`src/rtl/cu_pkg.sv`:
```
// Shared types and constants for the multi-cycle control unit.
package cu_pkg;

    // Internal width of the ALU operation field carried in the control word.
    localparam int unsigned CW_ALU_W = 3;

    // Sequencer states.
    typedef enum logic [2:0] {
        S_IDLE   = 3'd0,
        S_FETCH  = 3'd1,
        S_DECODE = 3'd2,
        S_EXEC   = 3'd3,
        S_MEM    = 3'd4,
        S_WB     = 3'd5,
        S_HALT   = 3'd6
    } state_e;

    // Opcode values (compared against an OP_W-wide opcode after a cast).
    localparam int unsigned OP_NOP  = 0;
    localparam int unsigned OP_ADD3 = 1;
    localparam int unsigned OP_ST   = 2;
    localparam int unsigned OP_ADD2 = 3;
    localparam int unsigned OP_ADDI = 4;
    localparam int unsigned OP_LD   = 5;

    // Writeback-source select encodings.
    localparam logic [1:0] M2R_ALU = 2'b00;
    localparam logic [1:0] M2R_MEM = 2'b01;
    localparam logic [1:0] M2R_ST  = 2'b10;

    // All ALU-using opcodes perform an add.
    localparam logic [CW_ALU_W-1:0] ALU_ADD = 3'b000;

    // Datapath control word registered in DECODE.
    typedef struct packed {
        logic                rg_wr;
        logic                dataMem_wr;
        logic [CW_ALU_W-1:0] alu_op;
        logic                RegOut;
        logic [1:0]          M2Reg;
        logic                immCalc;
    } ctrl_word_t;

    // An instruction needs a data-memory phase if it stores or loads.
    function automatic logic cw_uses_mem(input ctrl_word_t cw);
        return cw.dataMem_wr || (cw.M2Reg == M2R_MEM);
    endfunction

endpackage

```
`src/rtl/cu_decode.sv`:
```
// Combinational opcode decoder: control word plus halt/nop/legal flags.
module cu_decode
    import cu_pkg::*;
#(
    parameter int unsigned     OP_W    = 7,
    parameter logic [OP_W-1:0] HALT_OP = OP_W'(7'h7F)
) (
    input  logic [OP_W-1:0] op_i,
    output ctrl_word_t      cw_o,
    output logic            legal_o,
    output logic            halt_o,
    output logic            nop_o
);

    // Map the opcode onto the datapath controls it needs.
    always_comb begin
        cw_o    = '0;
        legal_o = 1'b1;
        halt_o  = 1'b0;
        nop_o   = 1'b0;
        if (op_i == HALT_OP) begin
            halt_o = 1'b1;
        end else begin
            unique case (op_i)
                OP_W'(OP_NOP): nop_o = 1'b1;
                OP_W'(OP_ADD3): begin
                    cw_o.rg_wr  = 1'b1;
                    cw_o.alu_op = ALU_ADD;
                    cw_o.M2Reg  = M2R_ALU;
                end
                OP_W'(OP_ST): begin
                    cw_o.dataMem_wr = 1'b1;
                    cw_o.alu_op     = ALU_ADD;
                    cw_o.M2Reg      = M2R_ST;
                end
                OP_W'(OP_ADD2): begin
                    cw_o.rg_wr  = 1'b1;
                    cw_o.alu_op = ALU_ADD;
                    cw_o.RegOut = 1'b1;
                end
                OP_W'(OP_ADDI): begin
                    cw_o.rg_wr   = 1'b1;
                    cw_o.alu_op  = ALU_ADD;
                    cw_o.RegOut  = 1'b1;
                    cw_o.immCalc = 1'b1;
                end
                OP_W'(OP_LD): begin
                    cw_o.rg_wr  = 1'b1;
                    cw_o.alu_op = ALU_ADD;
                    cw_o.RegOut = 1'b1;
                    cw_o.M2Reg  = M2R_MEM;
                end
                default: legal_o = 1'b0;
            endcase
        end
    end

endmodule

```
`src/rtl/multicycle_cu.sv`:
```
// Multi-cycle control unit: sequences FETCH/DECODE/EXEC/MEM/WB over a
// shared req/ack memory port and pulses datapath controls in-phase.
//
// state  | meaning
// IDLE   | out of reset, waiting for start
// FETCH  | instruction fetch request outstanding; ack loads IR and bumps PC
// DECODE | opcode decoded, control word captured
// EXEC   | ALU cycle
// MEM    | data request outstanding (LD/ST); ST writes here
// WB     | register-file write, instruction retires
// HALT   | stopped by HALT_OP, waiting for start
module multicycle_cu
    import cu_pkg::*;
#(
    parameter int unsigned     OP_W     = 7,
    parameter int unsigned     ALU_OP_W = 3,
    parameter int unsigned     CNT_W    = 16,
    parameter logic [OP_W-1:0] HALT_OP  = OP_W'(7'h7F)
) (
    input  logic                clk,
    input  logic                rst_n,
    input  logic                start,
    input  logic [OP_W-1:0]     ins_op,
    input  logic                mem_ack,
    output logic                mem_req,
    output logic                ir_wr,
    output logic                pc_wr,
    output logic                rg_wr,
    output logic                dataMem_wr,
    output logic [ALU_OP_W-1:0] alu_op,
    output logic                RegOut,
    output logic [1:0]          M2Reg,
    output logic                immCalc,
    output logic                busy,
    output logic                halted,
    output logic                illegal,
    output logic [CNT_W-1:0]    retired
);

    state_e          state_q;
    ctrl_word_t      cw_q;
    logic            mem_req_q;
    logic            rg_wr_q;
    logic            dm_wr_q;
    logic            busy_q;
    logic            halted_q;
    logic            illegal_q;
    logic [CNT_W-1:0] retired_q;

    ctrl_word_t      dec_cw;
    logic            dec_legal;
    logic            dec_halt;
    logic            dec_nop;

    cu_decode #(
        .OP_W    (OP_W),
        .HALT_OP (HALT_OP)
    ) u_decode (
        .op_i    (ins_op),
        .cw_o    (dec_cw),
        .legal_o (dec_legal),
        .halt_o  (dec_halt),
        .nop_o   (dec_nop)
    );

    // Sequencer: state, captured control word and all registered outputs.
    // cw_q is zero everywhere except EXEC..WB, so entering FETCH always clears it.
    always_ff @(posedge clk or negedge rst_n) begin
        if (!rst_n) begin
            state_q   <= S_IDLE;
            cw_q      <= '0;
            mem_req_q <= 1'b0;
            rg_wr_q   <= 1'b0;
            dm_wr_q   <= 1'b0;
            busy_q    <= 1'b0;
            halted_q  <= 1'b0;
            illegal_q <= 1'b0;
            retired_q <= '0;
        end else begin
            rg_wr_q <= 1'b0;
            unique case (state_q)
                S_IDLE, S_HALT: begin
                    if (start) begin
                        state_q   <= S_FETCH;
                        mem_req_q <= 1'b1;
                        busy_q    <= 1'b1;
                        halted_q  <= 1'b0;
                        illegal_q <= 1'b0;
                    end
                end
                S_FETCH: begin
                    if (mem_ack) begin
                        state_q   <= S_DECODE;
                        mem_req_q <= 1'b0;
                    end
                end
                S_DECODE: begin
                    if (dec_halt) begin
                        state_q  <= S_HALT;
                        busy_q   <= 1'b0;
                        halted_q <= 1'b1;
                    end else if (!dec_legal || dec_nop) begin
                        // Undefined opcodes behave as NOP but are not counted.
                        if (!dec_legal) begin
                            illegal_q <= 1'b1;
                        end else begin
                            retired_q <= retired_q + CNT_W'(1);
                        end
                        state_q   <= S_FETCH;
                        mem_req_q <= 1'b1;
                        cw_q      <= '0;
                    end else begin
                        state_q <= S_EXEC;
                        cw_q    <= dec_cw;
                    end
                end
                S_EXEC: begin
                    if (cw_uses_mem(cw_q)) begin
                        state_q   <= S_MEM;
                        mem_req_q <= 1'b1;
                        dm_wr_q   <= cw_q.dataMem_wr;
                    end else begin
                        state_q <= S_WB;
                        rg_wr_q <= cw_q.rg_wr;
                    end
                end
                S_MEM: begin
                    if (mem_ack) begin
                        mem_req_q <= 1'b0;
                        dm_wr_q   <= 1'b0;
                        if (cw_q.dataMem_wr) begin
                            retired_q <= retired_q + CNT_W'(1);
                            state_q   <= S_FETCH;
                            mem_req_q <= 1'b1;
                            cw_q      <= '0;
                        end else begin
                            state_q <= S_WB;
                            rg_wr_q <= cw_q.rg_wr;
                        end
                    end
                end
                S_WB: begin
                    retired_q <= retired_q + CNT_W'(1);
                    state_q   <= S_FETCH;
                    mem_req_q <= 1'b1;
                    cw_q      <= '0;
                end
                default: begin
                    state_q   <= S_IDLE;
                    cw_q      <= '0;
                    mem_req_q <= 1'b0;
                    dm_wr_q   <= 1'b0;
                    busy_q    <= 1'b0;
                    halted_q  <= 1'b0;
                end
            endcase
        end
    end

    // IR load and PC increment happen in the fetch ack cycle itself.
    assign ir_wr      = (state_q == S_FETCH) && mem_ack;
    assign pc_wr      = (state_q == S_FETCH) && mem_ack;
    assign mem_req    = mem_req_q;
    assign rg_wr      = rg_wr_q;
    assign dataMem_wr = dm_wr_q;
    assign alu_op     = ALU_OP_W'(cw_q.alu_op);

    // Select fields are shown straight from the decoder during DECODE so they
    // are valid from DECODE onward; afterwards the captured word holds them.
    assign RegOut  = (state_q == S_DECODE) ? dec_cw.RegOut  : cw_q.RegOut;
    assign M2Reg   = (state_q == S_DECODE) ? dec_cw.M2Reg   : cw_q.M2Reg;
    assign immCalc = (state_q == S_DECODE) ? dec_cw.immCalc : cw_q.immCalc;

    assign busy    = busy_q;
    assign halted  = halted_q;
    assign illegal = illegal_q;
    assign retired = retired_q;

endmodule

```
`config.mk`:
```
export PLATFORM = sky130hd
export DESIGN_NAME = multicycle_cu
export DESIGN_NICKNAME = d
export VERILOG_FILES = /design/src/rtl/cu_pkg.sv /design/src/rtl/cu_decode.sv /design/src/rtl/multicycle_cu.sv
export SDC_FILE = /design/constraint.sdc
export NUM_CORES = 1
export LEC_CHECK = 0
export BUFFER_PORTS_ARGS = -buffer_cell sky130_fd_sc_hd__buf_4
export CAP_MARGIN = 40
export CORE_MARGIN = 2
export CORE_UTILIZATION = 35
export DETAILED_ROUTE_END_ITERATION = 10
export PLACE_DENSITY = 0.66
export SLEW_MARGIN = 15
export SYNTH_ARGS = -nofsm -noshare
export SYNTH_HDL_FRONTEND = slang
export SYNTH_SLANG_ARGS = --single-unit
```
`constraint.sdc`:
```
create_clock -name clk -period 5.18 [get_ports clk]
set_clock_uncertainty 0.15 [all_clocks]
set_input_delay 0.777 -clock clk [delete_from_list [all_inputs] [get_ports clk]]
set_output_delay 0.777 -clock clk [all_outputs]
set_load 0.03 [all_outputs]
```
==> flow_metrics.env <==
export IMPL_status="complete, no violations"
export IMPL_top_level_ports=42
export IMPL_drv_slew=0
export IMPL_yosysSeqAreaShare=0.4050
export IMPL_drc=0
export IMPL_syn_area_um2=1916
export IMPL_synth_warnings=0
export IMPL_cap_violations=0
export IMPL_tns_ns=0
export IMPL_coreArea_um2=5205
export IMPL_h_tree_depth=2
export IMPL_cts_hold_buf=0
export IMPL_finalCritPeriodShare=0.5980
export IMPL_rsz0062_at_grt="no"
export IMPL_vias=1501
export IMPL_antenna_found_initial=0
export IMPL_yosysMostFrequentCell="dfrtp_1"
export IMPL_grt_use_met2=0.2017
export IMPL_startpoint_type="register"
export IMPL_ant_nets=0
export IMPL_synth_edf_count=0
export IMPL_synth_seq_cells=31
export IMPL_power_leakage_nw=1.042
export IMPL_avgSynthCellArea_um2=10.03
export IMPL_power_density_nw_per_um2=453.0
export IMPL_postCtsSetupBuffers=0
export IMPL_min_period_ns=3.098
export IMPL_via_per_inst=5.105
export IMPL_ys_top_cells_by_count="dfrtp_1 (31), xor2_1 (15), nand2_1 (12), o21ai_0 (12), nor2_1 (10)"
export IMPL_whs_ns=0.2754
export IMPL_fmax_mhz=322.8
export IMPL_max_slew_margin=0.4531
export IMPL_endpoint_kind="primary output"
export IMPL_wirelength_um=3909
export IMPL_die_y_um=77.98
export IMPL_async_reset_ff_frac=1.000
export IMPL_chipWidth_um=77.98
export IMPL_synth_cell_type_count=51
export IMPL_place_congestion=0.7796
export IMPL_crit_fanout=18
export IMPL_cts_sinks=31
export IMPL_tightest_slew_ns=0.8177
export IMPL_grtUsageMet1=0.1845
export IMPL_syn_to_final_growth_pct=19.14
export IMPL_grt_pass1_vias=1350
export IMPL_synth_top_area_share=0.4050
export IMPL_avgRoutedWirePerCell_um=13.30
export IMPL_hpwl_um=2817
export IMPL_yosys_area_top_type="dfrtp_1"
export IMPL_portBuffers=38
export IMPL_n_antenna_cell=0
export IMPL_utilization=0.4385
export IMPL_yosys_top_cells_area="dfrtp_1 (40%), xor2_1 (6.9%), nor4_4 (3.3%)"
export IMPL_initial_core_util=0.3680
export IMPL_cts_tree="built"
export IMPL_hold_viol=0
export IMPL_overflow=0
export IMPL_clk_path_buf_depth=2
export IMPL_cts_repair_resize_count=0
export IMPL_setup_viol=0
export IMPL_finalNetCount=236
export IMPL_die_area_um2=6081
export IMPL_clk_pin_slew_ns=0.06
export IMPL_grt_total_usage=0.1363
export IMPL_grt_busiest_layer="met2"
export IMPL_first_iter_violations=70
export IMPL_clock_latency_ns=0.28
export IMPL_peakVddDrop_uv=274.9
export IMPL_worstHoldPathType="input port to async pin"
export IMPL_fin_total_pwr_w=0.001034
export IMPL_required_ns=4.25
export IMPL_grt_pass1_wl_um=6520
export IMPL_firstDrtPassIters=4
export IMPL_crit_type="register to primary output"
export IMPL_critPathArrivalTime_ns=2.17
export IMPL_drive_gt1_frac=0.2813
export IMPL_netlist_instances=191
export IMPL_root_buffer="clkbuf_8"
export IMPL_rows=26
export IMPL_synth_ff_type="dfrtp_1"
export IMPL_met3_usage=0.03721
export IMPL_numCtsBuffers=5
export IMPL_grt_max_degree=32
-- cells by family (layout without fill, tap and decap cells) --
logic type	count (synthesis)	after routing	synth area share
AO/OA/AOI/OAI	39	39	0.1424
XOR/XNOR	15	15	0.06858
adder cells (fa/ha/maj)	1	1	0.006531
buffers and inverters	23	54	0.07054
flip-flops	31	31	0.4050
multiplexers	2	2	0.01306
other	1	3	0.001958
AND/OR/NAND/NOR	79	79	0.2920
-- per-layer routing --
metal / wire, µm / vias to the layer above
li1: - / 743
met1: 1761 / 706
met2: 1833 / 47
met3: 253 / 5
met4: 61 / 0
met5: 0 / -
-- layout make-up --
class	instances	area (µm²)
tap	70	87.58
fill	543	2923
sequential	31	775.7
multi-input combinational	139	1012
clock inverter	1	5.005
inverter	9	33.78
timing repair buffer	38	285.3
clock buffer	6	82.58
-- final timing paths --
kind	cells past startpoint	endpoint	startpoint	slack (ns)
setup / recovery	5	M2Reg[1]	state_q[1]	2.08
hold / removal	1	retired[13]	rst_n	0.28
setup reg to reg	5	retired[1]	state_q[1]	2.39
hold reg to reg	1	retired[15]	retired[15]	0.32
max in group asynchronous	1	cw_q[1]	rst_n	4.32
min in group clk	1	retired[15]	retired[15]	0.32
-- power breakdown --
part	internal [W]	switching (W)	leakage, nW	total [W]
combinational	0.000193	0.000263	0.594	0.000456
sequential	0.000292	0.0000942	0.401	0.000386
clock	0.000104	0.0000870	0.0470	0.000191
-- cell usage in the layout (no fill, tap or decap), drive strengths merged, types with 2 or more instances in the layout --
master,n
a211oi,2
and3,2
nor4,4
nand4,6
nor3b,4
or3,2
o21ai,13
or3b,2
nor2,10
nor4b,6
nand2,12
nand3,7
a21oi,9
buf,38
conb,3
and2,2
nor2b,6
o211a,2
dfrtp,31
a31oi,2
o22ai,2
o21bai,2
clkbuf,6
inv,9
o31ai,3
nor3,10
xor2,15
-- metrics by stage --
step	setup slack (ns)	cell area, µm²	std cells
3_5_place_dp	2.153	2195	287
6_report	2.082	2282	294
5_1_grt	1.901	2282	294
4_1_cts	2.074	2282	294
2_1_floorplan	2.102	1923	193
3_3_place_gp	2.165	2195	287
-- state kept, by name (all words and copies together) (netlist names) --
name,flops
cw_q,6
dataMem_wr,1
halted,1
rg_wr,1
busy,1
mem_req,1
retired,16
state_q,3
illegal,1
-- worst max-delay path, cell delays in order, from the launching register on --
cell and delay [ns]:
dfrtp_1 0.69, or3b_1 0.52, nor2_1 0.22, nand4b_1 0.17, o21ai_0 0.11, buf_4 0.18
No activity file was read; power rests on OpenSTA's default activity.
